**config.mk**
```make
export PLATFORM = sky130hd
export DESIGN_NAME = fwd_hazard_unit
export DESIGN_NICKNAME = d
export VERILOG_FILES = /design/src/rtl/fwd_hazard_unit_pkg.sv /design/src/rtl/fwd_port_sel.sv /design/src/rtl/fwd_hazard_unit.sv
export SDC_FILE = /design/constraint.sdc
export NUM_CORES = 1
export LEC_CHECK = 0
export ABC_AREA = 1
export CAP_MARGIN = 20
export CORE_ASPECT_RATIO = 1.75
export CORE_MARGIN = 4
export CORE_UTILIZATION = 45
export DETAILED_ROUTE_END_ITERATION = 10
export PLACE_DENSITY = 0.82
export SKIP_LAST_GASP = 1
export SLEW_MARGIN = 25
export SYNTH_ARGS = -nofsm -noshare
export SYNTH_HDL_FRONTEND = slang
export SYNTH_SLANG_ARGS = --single-unit
```
**constraint.sdc**
```tcl
create_clock -name clk -period 3.05 [get_ports clk]
set_input_delay 0.61 -clock clk [delete_from_list [all_inputs] [get_ports clk]]
set_output_delay 0.61 -clock clk [all_outputs]
set_load 0.02 [all_outputs]
```
**src/rtl/fwd_hazard_unit_pkg.sv**
```systemverilog
// Shared definitions for the forwarding/hazard unit: GPR geometry defaults,
// on/off literals, the x0 address and the hazard-cause bundle.
`ifndef FWD_HAZARD_UNIT_DEFS
`define FWD_HAZARD_UNIT_DEFS
`define GPR_WIDTH 32
`define GPR_ADDR_SPACE 5
`define On 1'b1
`define Off 1'b0
`endif

package fwd_hazard_unit_pkg;

    // x0 is hardwired to zero: never forwarded, never tracked as busy.
    localparam int GPR_X0 = 0;

    typedef struct packed {
        logic lu;
        logic sbh;
        logic wh;
    } hazard_t;

endpackage

```
**src/rtl/fwd_port_sel.sv**
```systemverilog
// Single read-port forwarding selector: picks the lowest-indexed (youngest)
// producer stage whose destination matches the operand address.
module fwd_port_sel
    import fwd_hazard_unit_pkg::*;
#(
    parameter int NUM_FWD_SRC = 2,
    parameter int XLEN        = `GPR_WIDTH,
    parameter int AW          = `GPR_ADDR_SPACE
) (
    input  logic [AW-1:0]               i_rs_addr,
    input  logic                        i_rs_re,
    input  logic [NUM_FWD_SRC*AW-1:0]   i_src_rd_addr,
    input  logic [NUM_FWD_SRC-1:0]      i_src_rd_we,
    input  logic [NUM_FWD_SRC*XLEN-1:0] i_src_rd_val,
    output logic                        o_hit,
    output logic [XLEN-1:0]             o_val
);

    localparam logic [AW-1:0] X0 = AW'(GPR_X0);

    logic w_port_live;
    assign w_port_live = i_rs_re && (i_rs_addr != X0);

    // Walk oldest to youngest so the youngest match is the last write.
    always_comb begin
        o_hit = `Off;
        o_val = '0;
        for (int s = NUM_FWD_SRC - 1; s >= 0; s--) begin
            if (w_port_live && i_src_rd_we[s] &&
                (i_src_rd_addr[s*AW +: AW] == i_rs_addr)) begin
                o_hit = `On;
                o_val = i_src_rd_val[s*XLEN +: XLEN];
            end
        end
    end

endmodule

```
**src/rtl/fwd_hazard_unit.sv**
```systemverilog
// Operand forwarding, load-use detection and long-latency scoreboard with
// stall accounting; sits between the ID/EXE registers and the EXE operand muxes.
module fwd_hazard_unit
    import fwd_hazard_unit_pkg::*;
#(
    parameter int NUM_RD_PORTS = 2,
    parameter int NUM_FWD_SRC  = 2,
    parameter int XLEN         = `GPR_WIDTH,
    parameter int AW           = `GPR_ADDR_SPACE,
    parameter int MAX_STALL    = 64,
    parameter int CNT_W        = 32
) (
    input  logic                         clk,
    input  logic                         rst,
    input  logic [NUM_RD_PORTS*AW-1:0]   id_rs_addr,
    input  logic [NUM_RD_PORTS-1:0]      id_rs_re,
    input  logic [NUM_RD_PORTS*AW-1:0]   ex_rs_addr,
    input  logic [NUM_RD_PORTS-1:0]      ex_rs_re,
    input  logic [AW-1:0]                ex_rd_addr,
    input  logic                         ex_rd_we,
    input  logic                         ex_is_load,
    input  logic [NUM_FWD_SRC*AW-1:0]    src_rd_addr,
    input  logic [NUM_FWD_SRC-1:0]       src_rd_we,
    input  logic [NUM_FWD_SRC*XLEN-1:0]  src_rd_val,
    input  logic                         lop_issue,
    input  logic [AW-1:0]                lop_rd,
    input  logic                         lop_done,
    input  logic [AW-1:0]                lop_done_rd,
    input  logic                         flush,
    output logic [NUM_RD_PORTS-1:0]      fwd_hit,
    output logic [NUM_RD_PORTS*XLEN-1:0] fwd_val,
    output logic                         stall_id,
    output logic                         bubble_ex,
    output logic [2**AW-1:0]             sb_busy,
    output logic [CNT_W-1:0]             stall_cnt,
    output logic                         stall_timeout
);

    localparam logic [AW-1:0]    X0      = AW'(GPR_X0);
    localparam int               RUN_W   = $clog2(MAX_STALL + 1);
    localparam logic [RUN_W-1:0] RUN_MAX = RUN_W'(MAX_STALL);

    logic [2**AW-1:0] r_sb_busy;
    logic [CNT_W-1:0] r_stall_cnt;
    logic [RUN_W-1:0] r_run;
    logic             r_timeout;

    hazard_t          w_haz;
    logic             w_stall;
    logic [2**AW-1:0] w_sb_next;
    logic [RUN_W-1:0] w_run_next;

    for (genvar p = 0; p < NUM_RD_PORTS; p++) begin : g_port
        fwd_port_sel #(
            .NUM_FWD_SRC (NUM_FWD_SRC),
            .XLEN        (XLEN),
            .AW          (AW)
        ) u_sel (
            .i_rs_addr     (ex_rs_addr[p*AW +: AW]),
            .i_rs_re       (ex_rs_re[p]),
            .i_src_rd_addr (src_rd_addr),
            .i_src_rd_we   (src_rd_we),
            .i_src_rd_val  (src_rd_val),
            .o_hit         (fwd_hit[p]),
            .o_val         (fwd_val[p*XLEN +: XLEN])
        );
    end

    always_comb begin
        w_haz = '0;
        for (int p = 0; p < NUM_RD_PORTS; p++) begin
            if (id_rs_re[p] && (id_rs_addr[p*AW +: AW] == ex_rd_addr)) begin
                w_haz.lu = `On;
            end
            if (id_rs_re[p] && (id_rs_addr[p*AW +: AW] != X0) &&
                r_sb_busy[id_rs_addr[p*AW +: AW]]) begin
                w_haz.sbh = `On;
            end
        end
        if (!(ex_is_load && ex_rd_we && (ex_rd_addr != X0))) begin
            w_haz.lu = `Off;
        end
        w_haz.wh = lop_issue && (lop_rd != X0) && r_sb_busy[lop_rd];
    end

    assign w_stall   = (|w_haz) && !flush;
    assign stall_id  = w_stall;
    assign bubble_ex = w_stall;

    // Set is applied after clear: the issuing op is younger than the one retiring.
    always_comb begin
        w_sb_next = r_sb_busy;
        if (lop_done) begin
            w_sb_next[lop_done_rd] = `Off;
        end
        if (lop_issue && !w_stall && !flush && (lop_rd != X0)) begin
            w_sb_next[lop_rd] = `On;
        end
        w_sb_next[0] = `Off;
    end

    always_comb begin
        if (!w_stall) begin
            w_run_next = '0;
        end else if (r_run == RUN_MAX) begin
            w_run_next = r_run;
        end else begin
            w_run_next = r_run + 1'b1;
        end
    end

    always_ff @(posedge clk or posedge rst) begin
        if (rst) begin
            r_sb_busy   <= '0;
            r_stall_cnt <= '0;
            r_run       <= '0;
            r_timeout   <= `Off;
        end else begin
            r_sb_busy <= w_sb_next;
            if (w_stall && (r_stall_cnt != {CNT_W{1'b1}})) begin
                r_stall_cnt <= r_stall_cnt + 1'b1;
            end
            r_run     <= w_run_next;
            r_timeout <= (w_run_next == RUN_MAX);
        end
    end

    assign sb_busy       = r_sb_busy;
    assign stall_cnt     = r_stall_cnt;
    assign stall_timeout = r_timeout;

endmodule

```
After elaboration in Yosys (flattened, before gate mapping)
Index checks and enable logic that the tools add are counted.
{"block": "word_totals", "regBits": 71, "wordCells": 87, "output_inout_bits": 133}
{"block": "op_classes", "n_reduce_logical": 36, "eq_ne": 9, "n_lt_le_gt_ge": 6, "muxes": 27, "add_sub_neg": 2, "n_bitwise": 3}
{"cell": "two-way mux 32 bit", "n": 6}
{"cell": "adder 32 x 1 -> 32 bit, second input constant", "n": 1}
{"cell": "AND 32 bit", "n": 1}
{"cell": "inequality test 32 bit, second input constant", "n": 1}
{"cell": "NOT 32 bit", "n": 1}
{"cell": "OR 32 bit", "n": 1}
{"cell": "== test 5 bit", "n": 6}
{"cell": "nonzero test 5 bit", "n": 6}
{"cell": "logical AND 1 bit", "n": 27}
{"cell": "less-than comparator 5 x 6 -> 1 bit, second input constant", "n": 4}
{"cell": "binary-select mux 1 bit (select 5 bit)", "n": 3}
{"cell": "== test 7 bit, second input constant", "n": 2}
{"cell": "two-way mux 1 bit", "n": 14}
{"cell": "two-way mux 7 bit", "n": 2}
{"cell": "demux 1 bit (select 5 bit)", "n": 2}
{"cell": ">= comparator 5 x 1 -> 1 bit, second input constant", "n": 2}
{"cell": "adder 7 x 1 -> 7 bit, second input constant", "n": 1}
{"cell": "OR reduction 3 bit", "n": 1}
{"cell": "logical NOT 1 bit", "n": 2}

Depth between registers and ports, before layout
{"block": "logic_depth", "word_depth": 12, "depth_mapped": 17, "mapped_depth_nobuf": 15}

Modules after synthesis
Synthesis repeated with hierarchy kept, for this count alone.
{"block": "unflattened", "cells_unflattened": 1155, "hier_area_um2": 6831.6}
{"module": "fwd_hazard_unit", "area_each_um2": 5280.1, "cells_per_inst": 827, "instances": 1}
{"module": "fwd_port_sel", "area_each_um2": 775.7, "cells_per_inst": 164, "instances": 2}

Worst setup path before layout
No wires, ideal clock.
{"block": "synth_timing", "path_type": "input port to output port", "from": "in lop_rd[0]", "to": "out stall_id", "stages": 11, "t_required_ns": 2.440, "arrival_time_ns": 2.143, "slack_ns": 0.297, "cell_sequence": "buf_4 -> inv_4 -> buf_6 -> nand2_2 -> o21ai_0 -> inv_1 -> a21oi_2 -> nand3_4 -> nand2_1 -> inv_1 -> buf_4"}
{"block": "synth_between", "elab_chain_len": 5, "word_cells_on_any_way": 7}
{"item": "start, declared", "line": "fwd_hazard_unit.sv:26", "source": "input logic [AW-1:0] lop_rd,"}
{"item": "binary-select mux 1 bit (select 5 bit) or nonzero test 5 bit (tied branches)", "line": "fwd_hazard_unit.sv:83", "source": "w_haz.wh = lop_issue && (lop_rd != X0) && r_sb_busy[lop_rd];"}
{"item": "two-way mux 1 bit (not written as such) or logical AND 1 bit (tied branches)", "line": "fwd_hazard_unit.sv:83"}
{"item": "logical AND 1 bit *", "line": "fwd_hazard_unit.sv:83"}
{"item": "OR reduction 3 bit *", "line": "fwd_hazard_unit.sv:86", "source": "assign w_stall = (|w_haz) && !flush;"}
{"item": "logical AND 1 bit *", "line": "fwd_hazard_unit.sv:86"}
{"item": "end, declared", "line": "fwd_hazard_unit.sv:32", "source": "output logic stall_id,"}
Mark *: on every way between the ends. The rest lies on a longest branch, timed or not. The select of a mux whose other input is x is not followed.

Worst setup path after layout
{"block": "layout_timing", "from": "in ex_rs_re[1]", "to": "out fwd_val[41]"}
{"block": "layout_between", "elab_chain_len": 5, "word_cells_on_any_way": 7}
{"item": "start, declared", "line": "fwd_hazard_unit.sv:18", "source": "input logic [NUM_RD_PORTS-1:0] ex_rs_re,"}
{"item": "logical AND 1 bit *", "line": "fwd_port_sel.sv:22", "source": "assign w_port_live = i_rs_re && (i_rs_addr != X0);"}
{"item": "logical AND 1 bit (2 in series)", "line": "fwd_port_sel.sv:29", "source": "if (w_port_live && i_src_rd_we[s] &&"}
{"item": "two-way mux 32 bit", "line": "fwd_port_sel.sv:29"}
{"item": "two-way mux 32 bit *", "line": "fwd_port_sel.sv:29"}
{"item": "end, declared", "line": "fwd_hazard_unit.sv:31", "source": "output logic [NUM_RD_PORTS*XLEN-1:0] fwd_val,"}
Mark *: on every way between the ends. The rest lies on a longest branch, timed or not.

==> results.ini <==
[synth]
yosysUniqueCellTypes = 36
syn_area_um2 = 6260
yosys-top-cells-area = dfrtp_1, nand2_1, inv_1, o22ai_1, nand3_1
postSynthAreaPerCell_um2 = 6.22
syn_nets = 1131
synth_cells = 1006
ys_warn_count = 0
ys_ff_latch = 71
synth_area_leader_cell = dfrtp_1
synth_top_area_share_pct = 28.4
synth-seq-area-share_pct = 28.4

[timing]
finalHoldViolCount = 0
fin_crit_sh_pct = 98.1
setup_viol = 0
skew_ns = 0.00776
post-route-min-period_ns = 2.99
fmax_ghz = 0.334
holdWs_ns = 0.565
worst_pin_slew_ns = 0.745
setup_tns_ns = 0
max-slew-margin-rel_pct = 49.9
drv_slew = 0

[power_and_ir_drop]
ir_drop_mv = 0.405
p_per_area_nw_per_um2 = 341
p_leak_nw = 4.87
power_w = 0.00340

[drt]
drt_iter0_markers = 526
vias = 8040
viasPerCell = 5.41
drc_errors = 0
antenna_left = 0
routedWlPerCell_um = 18.1
wl_um = 26900
drt_pre_antenna_iters = 5

[die]
start_util_pct = 46.3
num_rows = 56
core_region_area_um2 = 13500
die_w_um = 97.2
die_y_um = 164
io_pins = 255
die_area_um2 = 15900

[layout]
drive_gt1_share_pct = 17.2
seq_area_um2 = 1780
n_fill_cell = 1157
area_delta_synth_final_pct = 59.1
final_common_cell = nand2_1
multi_input_area_um2 = 3910
final_nets = 1432
final_cell_mix = nand2_1, inv_1, clkdlybuf4s50_1, buf_4, nor2_1

[worst_setup_path]
reg2regPathDepth = 7
cp_slowest_cell = clkdlybuf4s50_1
start_kind = primary input
crit_fanout = 26
cp_cell_sequence = clkdlybuf4s50_1 -> o41ai_4 -> buf_4 -> nor4_2 -> nand2_1 -> buf_4 -> buf_12 -> o22ai_1 -> buf_4
critPathRequiredTime_ns = 2.44
path_class = primary input to output port
r2r_start = stall_cnt[0]$_DFFE_PP0P_
r2r_setup_slack_ns = 0.63
r2r-end = stall_cnt[27]$_DFFE_PP0P_
critPathTopFamily = buffers and inverters
end_kind = output port
critical_path_depth = 9
cpMostUsedCell = buf_4
worstSetupEndpoint = fwd_val[41]
path_buf_inv = 5
worstPathArrival_ns = 2.38
cp_slowest_stage_delay_ns = 0.52
cp-startpoint = ex_rs_re[1]

[grt]
grt_antenna_before_repair = 3
overflow = 0
grt_max_degree = 72
grt_pass1_wl_um = 41100
grt_pass1_vias = 8059
gr-usage-all-layers_pct = 32.2

[status]
outcome = complete, no violations

[cts]
clockBufferDepth = 2
numClockSinks = 71
cts_buffers = 9
cts-root-buf = clkbuf_16
htree_levels = 3
clk_pin_slew_ns = 0.06
cts_tree = yes
worstSkewPairLatency_ns = 0.34

[flow_run]
maxCapViolations = 0

[placement]
port_buffers = 253
place_congestion = 0.974
dp_hpwl_um = 20400

[worst_hold_path]
hold_class = register to register

Yosys cell counts:
| cell type | n |
|---|---|
| nand3_1 | 75 |
| and2_1 | 1 |
| clkbuf_1 | 17 |
| o22ai_1 | 65 |
| o211ai_1 | 9 |
| buf_2 | 9 |
| nand3_4 | 2 |
| o21ai_0 | 56 |
| ha_1 | 3 |
| buf_6 | 4 |
| buf_4 | 11 |
| or2_2 | 5 |
| nor3_1 | 30 |
| o41ai_1 | 2 |
| nor4_1 | 10 |
| nand4_1 | 14 |
| nand3b_1 | 1 |
| xnor2_1 | 12 |
| inv_1 | 170 |
| nand2_2 | 1 |
| o21ai_1 | 33 |
| a21oi_2 | 1 |
| conb_1 | 1 |
| and3_1 | 2 |
| o2111ai_1 | 1 |
| nand2_1 | 262 |
| nor2_4 | 1 |
| a21oi_1 | 10 |
| nor2_1 | 78 |
| nor3b_1 | 1 |
| dfrtp_1 | 71 |
| inv_2 | 4 |
| inv_4 | 1 |
| clkinv_1 | 1 |
| xor2_1 | 41 |
| a31oi_1 | 1 |
area by class of cell:
cell class | count | share of cell area [%]
Timing Repair Buffer | 331 | 31.4
Clock inverter | 4 | 0.239
Multi-Input combinational cell | 718 | 39.2
Antenna cell | 3 | 0.0753
Tap cell | 174 | 2.18
Clock buffer | 10 | 2.40
Sequential cell | 71 | 17.8
Inverter | 176 | 6.67
repair_timing:
item	4_1_cts	5_1_grt
pin swaps	6	14
resized for setup	327	97
setup endpoints to repair	68	68
hold buffers	0	0
buffers inserted	3	2
cloned	2	2
cells by family (layout without fill, tap and decap cells):
group	after synthesis	after routing	share of synthesized area (%)
other	1	4	0.0599
adders and majority gates	3	3	0.599
and+or+nand+nor	483	483	33.0
xor gates and xnor gates	53	53	7.41
buffers and inverters	217	521	14.4
AOI/OAI and AO/OA	178	178	16.1
DFF	71	71	28.4
registers in the layout, indices dropped and copies added (netlist names):
| signal | count |
|---|---|
| stall_cnt | 32 |
| r_run | 7 |
| stall_timeout | 1 |
| sb_busy | 31 |
worst reg2reg max path, delay by kind of cell (launching register included):
| kind | cells | cell delay, ns |
|---|---|---|
| AOI/OAI and AO/OA | 1 | 0.12 |
| xor gates and xnor gates | 1 | 0.20 |
| buffers and inverters | 3 | 0.36 |
| DFF | 1 | 0.39 |
| and+or+nand+nor | 2 | 1.27 |
per-stage QoR:
stage	setup slack, ns	cells	util, %	cell area (µm²)
3_3_place_gp	-0.622	1461	69.2	9350
3_5_place_dp	-0.642	1461	69.2	9350
5_1_grt	-0.00855	1487	73.7	9970
6_report	0.0586	1487	73.7	9970
4_1_cts	-0.130	1480	70.3	9510
2_1_floorplan	0.297	1006	-	6260
power breakdown:
part / internal [W] / switching [W] / total [W]
Sequential: 0.00104 / 0.000154 / 0.00119
Clock: 0.000560 / 0.000400 / 0.000960
Combinational: 0.000559 / 0.000683 / 0.00124
routing by layer:
metal  up-vias  part of all wire, %  global-route usage [%]
li1       3851                    -                       -
met2       395                   52                    58.2
met1      3686                   36                    35.0
met3       108                  6.6                    6.42
met4         0                  5.9                    18.1
met5         -                    0                       0
how the worst min path moves through the flow:
stage                                    from                         to  slack (ns)  cells past startpoint
finish              stall_cnt[28]$_DFFE_PP0P_  stall_cnt[28]$_DFFE_PP0P_        0.56                      2
floorplan                  r_run[5]$_DFF_PP0_         r_run[5]$_DFF_PP0_        0.55                      3
CTS                 stall_cnt[28]$_DFFE_PP0P_  stall_cnt[28]$_DFFE_PP0P_        0.56                      2
global placement    stall_cnt[31]$_DFFE_PP0P_  stall_cnt[31]$_DFFE_PP0P_        0.53                      2
global route        stall_cnt[31]$_DFFE_PP0P_  stall_cnt[31]$_DFFE_PP0P_        0.59                      2
detailed placement  stall_cnt[28]$_DFFE_PP0P_  stall_cnt[28]$_DFFE_PP0P_        0.54                      2
(Power assumes the default switching activity.)
